--- config.mk ---
export PLATFORM = sky130hd
export DESIGN_NAME = service_arbiter
export DESIGN_NICKNAME = d
export VERILOG_FILES = /design/src/rtl/service_arbiter_pkg.sv /design/src/rtl/service_arbiter_input_sync_edge.sv /design/src/rtl/service_arbiter.sv
export SDC_FILE = /design/constraint.sdc
export NUM_CORES = 1
export LEC_CHECK = 0
export ABC_AREA = 1
export BUFFER_PORTS_ARGS = -buffer_cell sky130_fd_sc_hd__buf_2
export CORE_UTILIZATION = 57
export DETAILED_ROUTE_END_ITERATION = 16
export GPL_TIMING_DRIVEN = 1
export PLACE_DENSITY = 0.83
export RECOVER_POWER = 100
export SLEW_MARGIN = 10
export SYNTH_ARGS = -nofsm -noshare
export SYNTH_HDL_FRONTEND = slang
export SYNTH_HIERARCHICAL = 1
export SYNTH_SLANG_ARGS = --single-unit
--- constraint.sdc ---
create_clock -name clk -period 2.9 [get_ports clk]
set_input_delay 0.58 -clock clk [delete_from_list [all_inputs] [get_ports clk]]
set_output_delay 0.58 -clock clk [all_outputs]
set_load 0.01 [all_outputs]
--- src/rtl/service_arbiter_pkg.sv ---
// Shared encodings for the service arbiter: FSM states, service one-hot
// patterns (bit3 = service 1 .. bit0 = service 4) and display-select codes.
package service_arbiter_pkg;

  typedef enum logic [2:0] {
    ST_IDLE  = 3'd0,
    ST_S1    = 3'd1,
    ST_S2    = 3'd2,
    ST_S3    = 3'd3,
    ST_S4    = 3'd4,
    ST_DONE  = 3'd5,
    ST_ALARM = 3'd6
  } state_t;

  localparam logic [3:0] SVC1     = 4'b1000;
  localparam logic [3:0] SVC2     = 4'b0100;
  localparam logic [3:0] SVC3     = 4'b0010;
  localparam logic [3:0] SVC4     = 4'b0001;
  localparam logic [3:0] SVC_NONE = 4'b0000;
  localparam logic [3:0] LED_ALL  = 4'b1111;

  localparam logic [2:0] DISP_TIME  = 3'd0;
  localparam logic [2:0] DISP_SVC1  = 3'd1;
  localparam logic [2:0] DISP_SVC2  = 3'd2;
  localparam logic [2:0] DISP_SVC3  = 3'd3;
  localparam logic [2:0] DISP_SVC4  = 3'd4;
  localparam logic [2:0] DISP_ALARM = 3'd5;

  // Service state selected by a one-hot switch pattern (IDLE if not one-hot)
  function automatic state_t state_for(input logic [3:0] pattern);
    case (pattern)
      SVC1:    return ST_S1;
      SVC2:    return ST_S2;
      SVC3:    return ST_S3;
      SVC4:    return ST_S4;
      default: return ST_IDLE;
    endcase
  endfunction

  // One-hot service owned by a service state, NONE for every other state
  function automatic logic [3:0] svc_onehot(input state_t st);
    case (st)
      ST_S1:   return SVC1;
      ST_S2:   return SVC2;
      ST_S3:   return SVC3;
      ST_S4:   return SVC4;
      default: return SVC_NONE;
    endcase
  endfunction

  // Display source shown while in a given state
  function automatic logic [2:0] svc_disp(input state_t st);
    case (st)
      ST_S1:    return DISP_SVC1;
      ST_S2:    return DISP_SVC2;
      ST_S3:    return DISP_SVC3;
      ST_S4:    return DISP_SVC4;
      ST_ALARM: return DISP_ALARM;
      default:  return DISP_TIME;
    endcase
  endfunction

endpackage

--- src/rtl/service_arbiter_input_sync_edge.sv ---
// Synchronizer chain for asynchronous board inputs, plus a run-length counter
// that flags when the synchronized pattern has held steady, and a registered
// rising-edge pulse per bit.
module input_sync_edge #(
  parameter int WIDTH         = 4,
  parameter int STAGES        = 2,
  parameter int STABLE_CYCLES = 2
) (
  input  logic             clk,
  input  logic             resetn,
  input  logic [WIDTH-1:0] raw,
  output logic [WIDTH-1:0] sample,
  output logic             stable,
  output logic [WIDTH-1:0] rise
);

  localparam int CW = (STABLE_CYCLES > 1) ? $clog2(STABLE_CYCLES) : 1;
  localparam logic [CW-1:0] CNT_MAX = CW'(STABLE_CYCLES - 1);

  logic [WIDTH-1:0] chain [STAGES];
  logic [WIDTH-1:0] prev;
  logic [CW-1:0]    run_cnt;

  // Shift through the synchronizer, remember the previous synchronized value
  // and count how many consecutive samples have matched it (saturating).
  always_ff @(posedge clk or negedge resetn) begin
    if (!resetn) begin
      for (int i = 0; i < STAGES; i++) chain[i] <= '0;
      prev    <= '0;
      run_cnt <= '0;
      rise    <= '0;
    end else begin
      chain[0] <= raw;
      for (int i = 1; i < STAGES; i++) chain[i] <= chain[i-1];
      prev <= chain[STAGES-1];
      rise <= chain[STAGES-1] & ~prev;
      if (chain[STAGES-1] != prev) run_cnt <= '0;
      else if (run_cnt != CNT_MAX) run_cnt <= run_cnt + 1'b1;
    end
  end

  assign sample = prev;
  assign stable = (run_cnt == CNT_MAX);

endmodule

--- src/rtl/service_arbiter.sv ---
// Central sequencer: decides which service owns display, buttons and LEDs,
// handles alarm preemption/deferral and routes button pulses to the owner.
module service_arbiter
  import service_arbiter_pkg::*;
#(
  parameter int STABLE_CYCLES = 2,
  parameter int ALARM_TIMEOUT = 60,
  parameter int TW            = 6
) (
  input  logic       clk,
  input  logic       resetn,
  input  logic [3:0] spdt_service,
  input  logic [4:0] push,
  input  logic [3:0] finish,
  input  logic       alarm_hit,
  output logic [3:0] grant,
  output logic [2:0] disp_sel,
  output logic [4:0] svc_push,
  output logic [3:0] svc_led,
  output logic       alarm_active,
  output logic       alarm_pending,
  output logic       err
);

  localparam logic [TW-1:0] TO_LAST = TW'(ALARM_TIMEOUT - 1);

  state_t      state;
  state_t      next_state;
  logic        next_pending;
  logic        next_err;
  logic [3:0]  sw_val;
  logic        sw_stable;
  logic [3:0]  sw_rise_unused;
  logic [4:0]  push_rise;
  logic [4:0]  push_sample_unused;
  logic        push_stable_unused;
  logic [TW-1:0] to_cnt;
  logic        timeout;
  logic        sw_zero;
  logic        sw_single;
  logic [3:0]  cur_svc;

  input_sync_edge #(.WIDTH(4), .STAGES(2), .STABLE_CYCLES(STABLE_CYCLES)) u_sw_sync (
    .clk    (clk),
    .resetn (resetn),
    .raw    (spdt_service),
    .sample (sw_val),
    .stable (sw_stable),
    .rise   (sw_rise_unused)
  );

  input_sync_edge #(.WIDTH(5), .STAGES(2), .STABLE_CYCLES(1)) u_push_sync (
    .clk    (clk),
    .resetn (resetn),
    .raw    (push),
    .sample (push_sample_unused),
    .stable (push_stable_unused),
    .rise   (push_rise)
  );

  assign sw_zero   = (sw_val == SVC_NONE);
  assign sw_single = $onehot(sw_val);
  assign cur_svc   = svc_onehot(state);
  assign timeout   = (ALARM_TIMEOUT != 0) && (to_cnt == TO_LAST);

  // Next-state rules: alarm beats finish, finish beats a switch change,
  // and alarms raised during time/alarm setting are deferred.
  always_comb begin
    next_state   = state;
    next_pending = alarm_pending;
    next_err     = err;
    if (sw_stable) next_err = !sw_zero && !sw_single;
    case (state)
      ST_IDLE, ST_DONE: begin
        if (alarm_hit || alarm_pending) begin
          next_state   = ST_ALARM;
          next_pending = 1'b0;
        end else if (state == ST_IDLE) begin
          if (sw_stable && sw_single) next_state = state_for(sw_val);
        end else if (sw_stable && sw_zero) begin
          next_state = ST_IDLE;
        end
      end
      ST_S1, ST_S2, ST_S3, ST_S4: begin
        if (alarm_hit && state == ST_S3) begin
          next_state = ST_ALARM;
        end else begin
          if (alarm_hit && (state == ST_S1 || state == ST_S2)) next_pending = 1'b1;
          if ((finish & cur_svc) != SVC_NONE) next_state = ST_DONE;
          else if (sw_stable && sw_val != cur_svc) next_state = ST_IDLE;
        end
      end
      ST_ALARM: begin
        if (finish[0] || timeout) next_state = (sw_stable && sw_zero) ? ST_IDLE : ST_DONE;
      end
      default: next_state = ST_IDLE;
    endcase
  end

  // State register with every visible output registered from the next state;
  // the alarm timeout counter restarts whenever ALARM is (re)entered.
  always_ff @(posedge clk or negedge resetn) begin
    if (!resetn) begin
      state         <= ST_IDLE;
      grant         <= SVC_NONE;
      disp_sel      <= DISP_TIME;
      svc_led       <= SVC_NONE;
      alarm_active  <= 1'b0;
      alarm_pending <= 1'b0;
      err           <= 1'b0;
      to_cnt        <= '0;
    end else begin
      state         <= next_state;
      alarm_pending <= next_pending;
      err           <= next_err;
      disp_sel      <= svc_disp(next_state);
      alarm_active  <= (next_state == ST_ALARM);
      grant         <= (next_state == ST_ALARM) ? SVC4 : svc_onehot(next_state);
      svc_led       <= (next_state == ST_ALARM) ? LED_ALL : svc_onehot(next_state);
      to_cnt        <= (state == ST_ALARM && next_state == ST_ALARM) ? to_cnt + 1'b1 : '0;
    end
  end

  assign svc_push = push_rise & {5{grant != SVC_NONE}};

endmodule

# After elaboration in Yosys (flattened, before gate mapping)
# Index checks and enable logic that the tools add are counted.
dict set report word_totals {
  reg_bits 56
  latchBits 0
  mem_bits_rw 0
  romBits 0
  input_bits 16
  out_inout_bits 19
  wordCells 90
  mem_count 0
}
dict set report classes {
  addsub 5
  multipliers 0
  div 0
  n_lt_le_gt_ge 0
  n_eq_ne 22
  shift 0
  muxes 23
  bitwise 4
  n_reduce_logical 20
}
# operator n
set op_table {}
lappend op_table {{$pmux 4 s4} 2}
lappend op_table {{$mux 3} 9}
lappend op_table {{$eq 3x3->1 const B} 5}
lappend op_table {{$pmux 3 s5} 1}
lappend op_table {{$eq 3x2->1 const B} 4}
lappend op_table {{$pmux 3 s4} 1}
lappend op_table {{$and 5x5->5} 2}
lappend op_table {{$eq 3x1->1 const B} 3}
lappend op_table {{$pmux 3 s3} 1}
lappend op_table {{$mux 4} 2}
lappend op_table {{$ne 4x4->1} 2}
lappend op_table {{$reduce_bool 4->1} 2}
lappend op_table {{$logic_and 1x1->1} 7}
lappend op_table {{$add 6x1->6 const B} 1}
lappend op_table {{$eq 6x6->1 const B} 1}
lappend op_table {{$mux 6} 1}
lappend op_table {{$ne 2x2->1 const B} 3}
lappend op_table {{$mux 1} 5}
lappend op_table {{$not 5->5} 1}
lappend op_table {{$add 1x1->2} 2}
lappend op_table {{$and 4x4->4} 1}
lappend op_table {{$eq 4x1->1 const B} 1}
lappend op_table {{$eq 4x2->1 const B} 1}
lappend op_table {{$eq 4x3->1 const B} 1}
lappend op_table {{other kinds (12)} 15}

# Logic depth before layout (Yosys ltp)
# Gate-level depths: netlist of run 1.
dict set report depth {
  word_depth 11
  depth_mapped 15
  mapped_depth_nobuf 14
}

# By module
# The synthesis of run 1 kept the hierarchy.
# mod n_inst cells_each area_each_um2 seq_area_each_um2
set by_module_without_submodules {}
lappend by_module_without_submodules {service_arbiter 1 198 1501.4 550.5}
lappend by_module_without_submodules {{input_sync_edge (u_push_sync)} 1 32 561.8 500.5}
lappend by_module_without_submodules {{input_sync_edge (u_sw_sync)} 1 28 501.7 425.4}

# Worst setup path before layout of run 1
# OpenSTA, ideal clock, no wires.
dict set report synth_path {
  path_type {register to register}
  startpoint {register u_sw_sync.prev[0] (netlist: u_sw_sync/sample[0])}
  endpoint {register svc_led[1]}
  setup_time_ps 66
  t_arrival_ps 2458
  t_required_ps 2834
  path_slack_ps 376
  path_stages_with_launch 15
  path_buffers 0
  period_less_slack_ps 2524
  cell_sequence {dfrtp_1 inv_1 fa_1 inv_1 ha_1 ha_1 nor3b_1 nand3_1 nand3_1 nand2_1 nand3_1 inv_1 nand2_2 nand3_2 nand2_1}
}
dict set report synth_between {
  elab_chain_cells 11
  elab_cells_between_ends 30
  cone_classes {2 x add/sub; 11 x eq/ne; 13 x mux; 4 x reduce/logical}
}
# element line_no
set synth_lines {}
lappend synth_lines {{from (decl)} service_arbiter_input_sync_edge.sv:21} ;# logic [WIDTH-1:0] prev;
lappend synth_lines {{from (signal assigned)} service_arbiter_input_sync_edge.sv:35} ;# prev <= chain[STAGES-1];
lappend synth_lines {{$add 1x1->2 (implied by the code)} service_arbiter.sv:62} ;# assign sw_single = $onehot(sw_val);
lappend synth_lines {{$add 2x2->3 (implied by the code)} service_arbiter.sv:62}
lappend synth_lines {{$eq 3x1->1} service_arbiter.sv:62}
lappend synth_lines {{$logic_and 1x1->1} service_arbiter.sv:79} ;# if (sw_stable && sw_single) next_state = state_for(sw_val);
lappend synth_lines {{$mux 3} service_arbiter.sv:79}
lappend synth_lines {{$mux 3} service_arbiter.sv:78} ;# end else if (state == ST_IDLE) begin
lappend synth_lines {{$mux 3} service_arbiter.sv:75} ;# if (alarm_hit || alarm_pending) begin
lappend synth_lines {{$pmux 3 s3 (*)} service_arbiter.sv:73} ;# case (state)
lappend synth_lines {{named net next_state[2]} service_arbiter.sv:28} ;# state_t next_state;
lappend synth_lines {{$eq 3x3->1 (tied with other cells)} service_arbiter_pkg.sv:42} ;# case (st)
lappend synth_lines {{$pmux 4 s4} service_arbiter_pkg.sv:42}
lappend synth_lines {{$mux 4 (*)} service_arbiter.sv:119} ;# svc_led <= (next_state == ST_ALARM) ? LED_ALL : svc_onehot(next_state);
lappend synth_lines {{to (signal assigned)} service_arbiter.sv:119}
lappend synth_lines {{to (decl)} service_arbiter.sv:19} ;# output logic [3:0] svc_led,
# The timed path passes the listed nets; every way through them passes the cells marked *.
# A chain may end at the register's enable or synchronous reset.

# Worst setup path after layout of run 1
dict set report layout_path {
  startpoint {register u_sw_sync.prev[0] (netlist: u_sw_sync/sample[0])}
  endpoint {register svc_led[3]}
}
# The elaborated chain is that of the path after synthesis.

==> summary.txt, run 1 <==
status - finished with violations
failing checks - capacitance limit, slew limit
Cell Area, Placed - 0.00266 mm^2
Slew HR - -0.203
Pleak - 1.45 nW
Worst EP required - 3.15 ns
postcts setup bufs - 0
final instance area - 0.00270 mm^2
CTS tree - done
max-cap viol count - 1
Cell Rows - 23
Tcrit/Tclk final - 0.916
count of port buffers added during placement - 34
die area - 0.00457 mm^2
data arrival time of the worst path - 2.91 ns
syn_area_per_cell - 9.74 um^2
Warnings, synthesis - 6
Critical-path top delay cell - fa_1
Sequential Power Share - 0.428
first-pass GRT wire length - 6270 um
final hold vios - 0
# DRC - 0
Worst-Skew Late Latency - 0.31 ns
CP peak stage delay - 0.54 ns
CTS max path bufs - 2
pwr/cell area - 882 mW/mm^2
internal power - 1.39 mW
Worst Setup End Kind - flip-flop
Core ar. - 0.00406 mm^2
Detail Placement HPWL - 2900 um
total number of vias - 1649
Hold Path Class - reg -> reg
Final setup viols - 0
clock network power share - 0.178
Worst-path clk slew - 0.10 ns
die height - 67.6 um
Area Growth Syn to Fin - 10.2%
Psw - 0.997 mW
TNS Setup - 0 ns
CTS root buf - clkbuf_8
f_max - 377 MHz
Syn Nets - 279
Worst Hold Launch - u_sw_sync/chain[5]$_DFF_PN0_
All-Layer GR Usage - 0.190
IO Pins - 35
RR Startpoint - u_sw_sync/sample[0]$_DFF_PN0_
total CTS buffers - 5
CP Launch Point - u_sw_sync/sample[0]$_DFF_PN0_
CTS Hold Buffers Added - 0
clock skew - 0.00737 ns
antenna violations before repair - 0
Gate Count Post-Synth - 252
crit-path max FO - 6
final WL - 3820 um
layout cells sized above 1 - 0.182
Worst VDD drop - 0.000400 V
Max H-tree Level - 2
CTS sink count - 55
register area - 0.00138 mm^2
remaining antenna violation count after routing - 0
Comb power frac - 0.394
Final Max Slew Viols - 37
worst slew pin tran - 1.81 ns
Antenna diodes - 0
Pre-antenna DRT Iters - 4
grt ovf - 0
CP startpoint kind - flip-flop
crit path time final - 2.66 ns
crit-path cells - inv_1 -> fa_1 -> inv_1 -> ha_1 -> ha_1 -> nor3b_2 -> nand3_1 -> nand2_1 -> nand2_1 -> nand2_1 -> inv_1 -> nand2_1 -> nand3_2 -> nand2_1
largest net degree at the start of global routing - 37
nets - 317
routed len/inst - 11.2 um
vias per cell - 4.84
Initial Utilization - 0.605
Sw Share - 0.418
mapped cell area - 0.00245 mm^2
Initial DRC Count - 86
Die Wd - 67.6 um
Final GP Congestion - 0.932
CP most frequent cell - nand2_1
RSZ-0062 raised after global routing - no
Filler Cells Inserted - 343
critical path class - reg -> reg
multi-input logic area - 846 um^2
# resized after CTS - 0
vias in the first global route - 1536
layout by cell type (no fill, tap or decap), drive strengths merged:
master	count
xnor2	1
nor2	36
nand4	1
o22ai	2
clkinvlp	1
nand3	22
nor4	1
nand2	60
fa	1
a21oi	3
xor2	1
o21ai	1
nor3b	3
nor3	1
inv	48
dfrtp	55
o31ai	2
nand2b	1
buf	14
clkbuf	26
ha	10
clkinv	1
per-layer routing:
metal,part of all wire,track usage
met3,0.047,0.0456
met2,0.48,0.308
met1,0.46,0.238
met4,0.013,0.0851
met5,0,0
stage by stage:
stage               std cells  total power [mW]   util  hold slack [ns]  worst slack (ns)
floorplan                 252              1.82      -            0.284             0.376
global placement          333              2.00  0.655            0.332             0.238
detailed placement        333              2.04  0.655            0.336             0.120
CTS                       341              2.47  0.677            0.354             0.107
global route              341              2.58  0.666            0.353           0.00866
finish                    341              2.39  0.666            0.356             0.245
sequential cells by signal (all words and copies together) (netlist names):
name                flops
alarm_pending           1
svc_led                 4
disp_sel                3
grant                   3
u_sw_sync/chain         8
state                   3
u_push_sync/sample      5
to_cnt                  6
u_sw_sync/sample        4
err                     1
u_push_sync/chain      10
u_sw_sync/stable        1
alarm_active            1
u_push_sync/rise        5
worst max-delay path: cells and delay by family, from the launching register on:
family,cells,cell delay [ns]
adder cells (fa/ha/maj),3,0.99
buffers and inverters,3,0.20
flip-flops,1,0.41
AND/OR/NAND/NOR,8,1.00
layout make-up:
type,count,share of cell area
inverters,47,0.0652
clock buffers,5,0.0255
flip-flops and latches,55,0.509
multi-input cells,146,0.313
clock inverters,3,0.00879
repair buffers,35,0.0555
well taps,50,0.0231
final timing paths:
path	slack, ns	endpoint	depth (start not counted)
max	0.24	svc_led[3]$_DFF_PN0_	14
min in group asynchronous	0.74	grant[1]$_DFF_PN0_	1
min reg2reg	0.36	u_sw_sync/chain[1]$_DFF_PN0_	0
min	0.36	u_sw_sync/chain[1]$_DFF_PN0_	0
max in group asynchronous	0.86	u_push_sync/chain[5]$_DFF_PN0_	2
max reg2reg	0.24	svc_led[3]$_DFF_PN0_	14
power groups by stage:
stage	logic, mW	registers [mW]	clock network, mW
finish	0.941	1.02	0.424
global placement	0.969	1.04	0
global route	1.07	1.04	0.471
floorplan	0.830	0.992	0
CTS	1.00	1.02	0.440
detailed placement	0.996	1.04	0
No activity file was read; power rests on OpenSTA's default activity.
==> run 2: changes to the inputs <==
--- a/config.mk
+++ b/config.mk
@@ -12,6 +12,7 @@
 export GPL_TIMING_DRIVEN = 1
 export PLACE_DENSITY = 0.83
 export RECOVER_POWER = 100
+export REMOVE_ABC_BUFFERS = 1
 export SLEW_MARGIN = 10
 export SYNTH_ARGS = -nofsm -noshare
 export SYNTH_HDL_FRONTEND = slang
==> run 2 against run 1 <==
  * The flow still finishes with violations (capacitance limit, slew limit)
  * Critical path type unchanged
  * Largest power group unchanged
  * Die area is the same
  * Critical endpoint is now disp_sel[0]$_DFF_PN0_
  * Critical path depth unchanged
  * Combinational power rose by 2.9%
  * Clock skew about the same
  * Worst setup slack worse by 0.00081 ns
  * Via count is 0.67% higher
==> summary.txt, run 2 (synthesis gave the netlist of run 1 again) <==
data arrival time of the worst path - 2.91 ns
final WL - 3880 um
Final setup viols - 0
f_max - 377 MHz
max-cap viol count - 1
Area Growth Syn to Fin - 11.3%
critical path class - reg -> reg
vias per cell - 4.87
Initial Utilization - 0.605
Worst-path clk slew - 0.10 ns
Worst Hold Margin - 0.350 ns
IO Pins - 35
CTS sink count - 55
layout cells sized above 1 - 0.199
Final WS setup - 0.244 ns
Worst EP required - 3.15 ns
final hold vios - 0
nets - 317
first-pass GRT wire length - 6620 um
worst slew pin tran - 2.28 ns
antenna violations before repair - 0
routed len/inst - 11.4 um
status - finished with violations
vias in the first global route - 1502
crit path time final - 2.66 ns
final total power - 2.48 mW
crit-path max FO - 4
total number of vias - 1660
Detail Placement HPWL - 2900 um
pwr/cell area - 909 mW/mm^2
Antenna diodes - 0
# DRC - 0
CP startpoint kind - flip-flop
Final Max Slew Viols - 47
Core ar. - 0.00406 mm^2
largest net degree at the start of global routing - 47
clock skew - 0.00688 ns
Worst Setup End Kind - flip-flop
Max H-tree Level - 2
Setup WS pre-CTS - 0.124 ns
Final GP Congestion - 0.870
biggest regs - u_push_sync/chain x10, u_sw_sync/chain x8, to_cnt x6
Initial DRC Count - 62
Hold Path Class - reg -> reg
CTS max path bufs - 2
grt ovf - 0
failing checks - capacitance limit, slew limit
Pre-antenna DRT Iters - 4
Worst VDD drop - 0.000563 V
Largest Register - u_push_sync/chain
CTS tree - done
total CTS buffers - 5
die area - 0.00457 mm^2
Pleak - 1.47 nW
commonest non-fill, non-tap cell in the layout - dfrtp_1
remaining antenna violation count after routing - 0
Slew HR - -0.519
CTS root buf - clkbuf_8
count of port buffers added during placement - 34
commonest non-fill, non-tap cells in the layout - 55 x dfrtp_1, 51 x nand2_1, 45 x inv_1, 28 x nor2_1, 19 x buf_2
Cell Rows - 23
max reg flops - 10
Tcrit/Tclk final - 0.916
die height - 67.6 um
Worst-Skew Late Latency - 0.31 ns
All-Layer GR Usage - 0.202
Die Wd - 67.6 um
postcts setup bufs - 0
-- run 2: cell count changes in the layout (fill, tap and decap cells not counted) --
cell        change
inv_8           -1
clkbuf_1        -4
nand2_1         -1
inv_6           +1
clkinv_2        -1
nand2_2         +1
bufinv_16       +1
clkinvlp_4      -1
buf_2           +5
-- run 2: repair_timing --
action,CTS,global route
resized for setup,0,1
hold buffers,0,0
endpoints found under the setup margin,0,9
-- run 2: through the flow --
step / cell area, um^2 / TNS, ns / std cells / utilization
after detailed placement: 2660 / 0 / 333 / 0.655
after CTS: 2770 / 0 / 341 / 0.682
after floorplan: 2420 / 0 / 248 / -
final: 2730 / 0 / 341 / 0.673
after global placement: 2660 / 0 / 333 / 0.655
after global routing: 2730 / -0.00127 / 341 / 0.673
-- run 2: worst max-delay path: stages (launching register included) --
cell and delay (ns):
dfrtp_1 0.40, inv_1 0.12, fa_1 0.54, inv_1 0.04, ha_1 0.17, ha_1 0.28
nor3b_2 0.29, nand3_1 0.12, nand3_1 0.08, nand2_1 0.06, nand3_1 0.13, inv_1 0.07
nand2_2 0.10, nand3_2 0.11, nand2_1 0.08
-- run 2: per-layer routing --
layer	global-route usage	wire, um	vias to the layer above
met5	0	0	-
met4	0.0798	62	0
met3	0.0507	248	6
met2	0.316	1890	49
met1	0.267	1680	767
li1	-	-	838
-- run 2: worst paths after layout --
path | slack, ns | start | end | depth (start not counted)
max | 0.24 | u_sw_sync/sample[0]$_DFF_PN0_ | disp_sel[0]$_DFF_PN0_ | 14
min | 0.35 | u_sw_sync/chain[5]$_DFF_PN0_ | u_sw_sync/chain[1]$_DFF_PN0_ | 0
max reg2reg | 0.24 | u_sw_sync/sample[0]$_DFF_PN0_ | disp_sel[0]$_DFF_PN0_ | 14
min reg2reg | 0.35 | u_sw_sync/chain[5]$_DFF_PN0_ | u_sw_sync/chain[1]$_DFF_PN0_ | 0
max in group asynchronous | 0.66 | resetn | u_sw_sync/sample[2]$_DFF_PN0_ | 1
min in group asynchronous | 0.94 | resetn | err$_DFFE_PN0P_ | 1
-- run 2: layout make-up --
type | instances | area (um^2)
Sequential cell | 55 | 1380
Fill cell | 339 | 1330
Multi-Input combinational cell | 146 | 848
Inverter | 47 | 176
Timing Repair Buffer | 35 | 156
Clock buffer | 6 | 72.6
Tap cell | 50 | 62.6
Clock inverter | 2 | 38.8
-- run 2: report_power, final --
part	internal [mW]	total [mW]	leakage [nW]	switching, mW
combinational	0.332	0.968	0.734	0.636
sequential	0.893	1.01	0.682	0.120
clock	0.261	0.502	0.0558	0.241
total	1.49	2.48	1.47	0.998
